--- config.mk ---
export PLATFORM = sky130hd
export DESIGN_NAME = da_bit_sequencer
export DESIGN_NICKNAME = d
export VERILOG_FILES = /design/src/rtl/da_pkg.sv /design/src/rtl/da_tap_line.sv /design/src/rtl/da_bit_sequencer.sv
export SDC_FILE = /design/constraint.sdc
export NUM_CORES = 1
export LEC_CHECK = 0
export CORE_ASPECT_RATIO = 0.7
export CORE_UTILIZATION = 45
export DETAILED_ROUTE_END_ITERATION = 10
export PLACE_DENSITY = 0.78
export REMOVE_ABC_BUFFERS = 1
export SETUP_SLACK_MARGIN = 0.2
export SKIP_CTS_REPAIR_TIMING = 1
export SYNTH_ARGS = -nofsm -noshare
export SYNTH_HDL_FRONTEND = slang
export SYNTH_SLANG_ARGS = --single-unit
--- constraint.sdc ---
create_clock -name clk3 -period 3.5 [get_ports clk3]
set_clock_uncertainty 0.15 [all_clocks]
set_input_delay 0.35 -clock clk3 [delete_from_list [all_inputs] [get_ports clk3]]
set_output_delay 0.35 -clock clk3 [all_outputs]
set_load 0.005 [all_outputs]
--- src/rtl/da_pkg.sv ---
// rtl/da_pkg.sv - shared constants and sequencer state type for the DA FIR core
package da_pkg;

    localparam int DA_NTAPS = 8;
    localparam int DA_BW    = 8;
    localparam int DA_ACC_W = 32;
    localparam int DA_LAT   = 2;

    typedef enum logic [1:0] {
        ST_IDLE,
        ST_SERIAL,
        ST_DRAIN,
        ST_OUT
    } da_seq_state_t;

endpackage

--- src/rtl/da_tap_line.sv ---
// rtl/da_tap_line.sv - NTAPS x BW tap delay line with flush and bit-plane select
module da_tap_line #(
    parameter int NTAPS = 8,
    parameter int BW    = 8,
    parameter int SEL_W = (BW > 1) ? $clog2(BW) : 1
) (
    input  logic             clk3,
    input  logic             reset,
    input  logic             shift,
    input  logic             flush,
    input  logic [BW-1:0]    din,
    input  logic [SEL_W-1:0] sel,
    output logic [NTAPS-1:0] plane
);

    logic [BW-1:0] taps [NTAPS];

    always_ff @(posedge clk3 or negedge reset) begin
        if (!reset) begin
            for (int k = 0; k < NTAPS; k++) taps[k] <= '0;
        end else if (flush) begin
            for (int k = 0; k < NTAPS; k++) taps[k] <= '0;
        end else if (shift) begin
            taps[0] <= din;
            for (int k = 1; k < NTAPS; k++) taps[k] <= taps[k-1];
        end
    end

    // plane[k] is bit 'sel' of tap k; tap0 holds the newest sample
    always_comb begin
        plane = '0;
        for (int k = 0; k < NTAPS; k++) plane[k] = taps[k][sel];
    end

endmodule

--- src/rtl/da_bit_sequencer.sv ---
// rtl/da_bit_sequencer.sv - sample intake, bit-plane serializer and result capture for the DA FIR core
module da_bit_sequencer
    import da_pkg::*;
#(
    parameter int NTAPS  = DA_NTAPS,
    parameter int BW     = DA_BW,
    parameter int ACC_W  = DA_ACC_W,
    parameter int DA_LAT = da_pkg::DA_LAT
) (
    input  logic             clk3,
    input  logic             reset,
    input  logic             in_valid,
    output logic             in_ready,
    input  logic [BW-1:0]    in_sample,
    input  logic             flush,
    output logic             da_clear,
    output logic             da_en,
    output logic [NTAPS-1:0] da_bits,
    output logic             da_last,
    input  logic [ACC_W-1:0] da_sum,
    output logic             out_valid,
    input  logic             out_ready,
    output logic [ACC_W-1:0] out_data,
    output logic             busy
);

    localparam int CNT_W = (BW > 1) ? $clog2(BW) : 1;
    localparam int DRN_W = $clog2(DA_LAT + 1);
    localparam logic [CNT_W-1:0] LAST_BIT   = CNT_W'(BW - 1);
    localparam logic [CNT_W-1:0] PRE_LAST   = CNT_W'(BW - 2);
    localparam logic [DRN_W-1:0] DRAIN_LOAD = DRN_W'(DA_LAT);
    localparam logic [DRN_W-1:0] DRAIN_ONE  = DRN_W'(1);

    da_seq_state_t    state;
    logic [CNT_W-1:0] bit_cnt;
    logic [DRN_W-1:0] drain_cnt;
    logic [NTAPS-1:0] plane;
    logic             accept;
    logic             flush_taps;

    // flush wins over a simultaneous sample, so the sample is refused outright
    assign flush_taps = (state == ST_IDLE) && flush;
    assign accept     = (state == ST_IDLE) && in_valid && !flush;
    assign in_ready   = (state == ST_IDLE) && !flush;
    assign busy       = (state != ST_IDLE);
    assign da_bits    = da_en ? plane : '0;

    da_tap_line #(
        .NTAPS (NTAPS),
        .BW    (BW),
        .SEL_W (CNT_W)
    ) u_tap_line (
        .clk3  (clk3),
        .reset (reset),
        .shift (accept),
        .flush (flush_taps),
        .din   (in_sample),
        .sel   (bit_cnt),
        .plane (plane)
    );

    always_ff @(posedge clk3 or negedge reset) begin
        if (!reset) begin
            state     <= ST_IDLE;
            bit_cnt   <= '0;
            drain_cnt <= '0;
            da_clear  <= 1'b0;
            da_en     <= 1'b0;
            da_last   <= 1'b0;
            out_valid <= 1'b0;
            out_data  <= '0;
        end else begin
            da_clear <= 1'b0;
            unique case (state)
                ST_IDLE: begin
                    if (accept) begin
                        state    <= ST_SERIAL;
                        bit_cnt  <= '0;
                        da_clear <= 1'b1;
                        da_en    <= 1'b1;
                        da_last  <= (LAST_BIT == '0);
                    end
                end
                ST_SERIAL: begin
                    if (bit_cnt == LAST_BIT) begin
                        state     <= ST_DRAIN;
                        da_en     <= 1'b0;
                        da_last   <= 1'b0;
                        drain_cnt <= DRAIN_LOAD;
                    end else begin
                        bit_cnt <= bit_cnt + 1'b1;
                        da_last <= (bit_cnt == PRE_LAST);
                    end
                end
                ST_DRAIN: begin
                    // core result becomes valid DA_LAT cycles after the sign plane
                    if (drain_cnt == DRAIN_ONE) begin
                        state     <= ST_OUT;
                        drain_cnt <= '0;
                        out_data  <= da_sum;
                        out_valid <= 1'b1;
                    end else begin
                        drain_cnt <= drain_cnt - 1'b1;
                    end
                end
                ST_OUT: begin
                    if (out_ready) begin
                        state     <= ST_IDLE;
                        out_valid <= 1'b0;
                    end
                end
                default: state <= ST_IDLE;
            endcase
        end
    end

endmodule
==> flow_metrics.env <==
export IMPL_cts_sinks=107
export IMPL_crit_required_ps=3000
export IMPL_clockRootBuffer="clkbuf_16"
export IMPL_ys_seq_elements=107
export IMPL_start_util=0.474
export IMPL_post_route_period_util=0.784
export IMPL_drv_cap=0
export IMPL_clock_latency_ps=350
export IMPL_place_gp_congestion=0.761
export IMPL_setup_viol_count_final=0
export IMPL_cp_start_kind="flip-flop"
export IMPL_synth_area_mm2=0.00470
export IMPL_synth_flop_cell="dfrtp_1"
export IMPL_netlist_instances=330
export IMPL_slew_headroom=0.337
export IMPL_area_growth_pct=27.5
export IMPL_cts_buffers=9
export IMPL_worst_pin_slew_ps=994
export IMPL_final_cell_mix="107 x dfrtp_1, 89 x clkdlybuf4s50_1, 64 x a22o_1"
export IMPL_placedCellCount=530
export IMPL_die_h_um=87.5
export IMPL_stdcell_count=546
export IMPL_die_w_um=124
export IMPL_grt_usage=0.204
export IMPL_antenna_found_initial=0
export IMPL_total_leakage_power_uw=0.00268
export IMPL_synth_edf_count=0
export IMPL_drt_wl_total_um=10100
export IMPL_placement_rows=30
export IMPL_grt_max_degree=81
export IMPL_cp_max_fo=21
export IMPL_synth_cell_types=37
export IMPL_dpl_hpwl_um=6840
export IMPL_hold_viol_final=0
export IMPL_status="finished, final reports clean"
export IMPL_first_global_vias=3156
export IMPL_worstSetupStartpoint="bit_cnt[1]"
export IMPL_die_area_mm2=0.0109
export IMPL_io_buffers=90
export IMPL_fin_hold_ws_ps=8.83
export IMPL_synth_warnings=0
export IMPL_htree_num_levels=3
export IMPL_grt_pass1_wl_um=16700
export IMPL_post_route_util=0.605
export IMPL_path_clk_slew_ps=70
export IMPL_dr_first_iter_drc_count=241
export IMPL_first_pass_iters=4
export IMPL_async_flop_share=1.00
export IMPL_slowest_delay_ps=610
export IMPL_crit_arrival_ps=2240
export IMPL_tritoncts="done"
export IMPL_ant_nets=0
export IMPL_ir_drop_mv=0.364
export IMPL_drc=0
export IMPL_crit_chain="buf_4 > mux4_1 > nand2_1 > a21oi_1 > clkdlybuf4s50_1"
export IMPL_clockBufferDepth=2
export IMPL_critPathCaptureType="primary output"
export IMPL_pin_count=91
export IMPL_rsz0062_at_grt="false"
export IMPL_drive_gt1_frac=0.158
export IMPL_num_vias=3127
export IMPL_powerDensity_mw_per_mm2=759
export IMPL_setup_tns_ps=0
export IMPL_synth_seq_area_share=0.570
export IMPL_cp_top_family="buffers and inverters"
export IMPL_worstReg2RegStart="state[0]"
export IMPL_antennaDiodeCount=0
export IMPL_max_freq_mhz=365
export IMPL_hold_path_class="in2async"
export IMPL_layout_commonest_cell="dfrtp_1"
export IMPL_slew_violations=0
export IMPL_core_area_mm2=0.00991
export IMPL_fin_crit_ps=2740
export IMPL_syn_avg_cell_area_um2=14.2
export IMPL_final_nets=466
export IMPL_crit_path_top_delay_cell="mux4_1"
export IMPL_setup_worst_path_class="reg2out"
export IMPL_grt_overflow=0
export IMPL_cp_buffers_inverters=2
export IMPL_fin_total_pwr_uw=4550
export IMPL_viasPerCell=5.73
export IMPL_routedWlPerCell_um=18.5
## final timing paths
check	end	slack (ps)	cells past startpoint
setup / recovery	da_bits[7]	760	5
hold / removal	state[1]	9	1
setup reg to reg	state[1]	1050	6
hold reg to reg	u_tap_line.taps[3]	350	1
max in group asynchronous	out_data[31]	2380	2
min in group clk3	u_tap_line.taps[3]	350	1
## stage by stage
step	setup WS [ps]	area, um2
6_report	757	5990
5_1_grt	594	5990
4_1_cts	738	5990
3_5_place_dp	1080	5670
3_3_place_gp	1160	5670
2_1_floorplan	1160	4530
## registers in the layout, indices dropped and copies added (netlist names)
name and flops:
out_valid 1, state 2, da_last 1, da_en 1, bit_cnt 3, da_clear 1
drain_cnt 2, out_data 32, u_tap_line.taps 64
## worst reg2reg max path: stages (launching register included)
cell and delay [ps]:
dfrtp_1 410, inv_1 110, ha_1 480, nand3b_4 160
inv_2 490, o2111ai_2 190, mux2_1 340
## power breakdown
group	internal [uW]	total, uW	switching, uW
sequential	1580	1820	242
clock	665	1100	438
combinational	930	1630	697
## synth_stat cells (2+ instances only)
master / instances / area [um2]
dfrtp_1: 107 / 2680
a22o_1: 64 / 561
mux2_2: 32 / 360
nand2_1: 20 / 75.1
a21oi_1: 13 / 65.1
buf_2: 13 / 65.1
mux4_1: 10 / 263
ha_1: 8 / 100
inv_1: 7 / 26.3
mux4_2: 6 / 135
clkbuf_1: 5 / 18.8
nand3_1: 4 / 20.0
nor2_1: 4 / 15.0
a22oi_1: 3 / 22.5
buf_6: 3 / 33.8
nand2b_1: 3 / 18.8
nor2b_1: 3 / 18.8
o21ai_0: 3 / 15.0
o221ai_1: 3 / 26.3
mux2i_1: 2 / 20.0
## layer usage
layer,share of wire,GRT usage,vias to the layer above
li1,-,-,1413
met1,0.46,0.291,1630
met2,0.49,0.308,70
met3,0.035,0.0543,14
met4,0.017,0.0606,0
met5,0,0,-
## cells by family after synthesis
kind of cell / Yosys count / share of synthesized area
flops: 107 / 0.570
fa+ha+maj: 8 / 0.0213
buf+inv: 34 / 0.0426
simple gates: 38 / 0.0407
compound gates: 92 / 0.158
mux: 51 / 0.168
## layout make-up
cell class | count | area (um2)
flip-flops and latches | 107 | 2680
well taps | 128 | 160
repair buffers | 97 | 963
inverters | 9 | 33.8
clock buffers | 12 | 256
multi-input cells | 189 | 1830
clock inverters | 4 | 72.6
fillers | 752 | 3920
(Power assumes the default switching activity.)
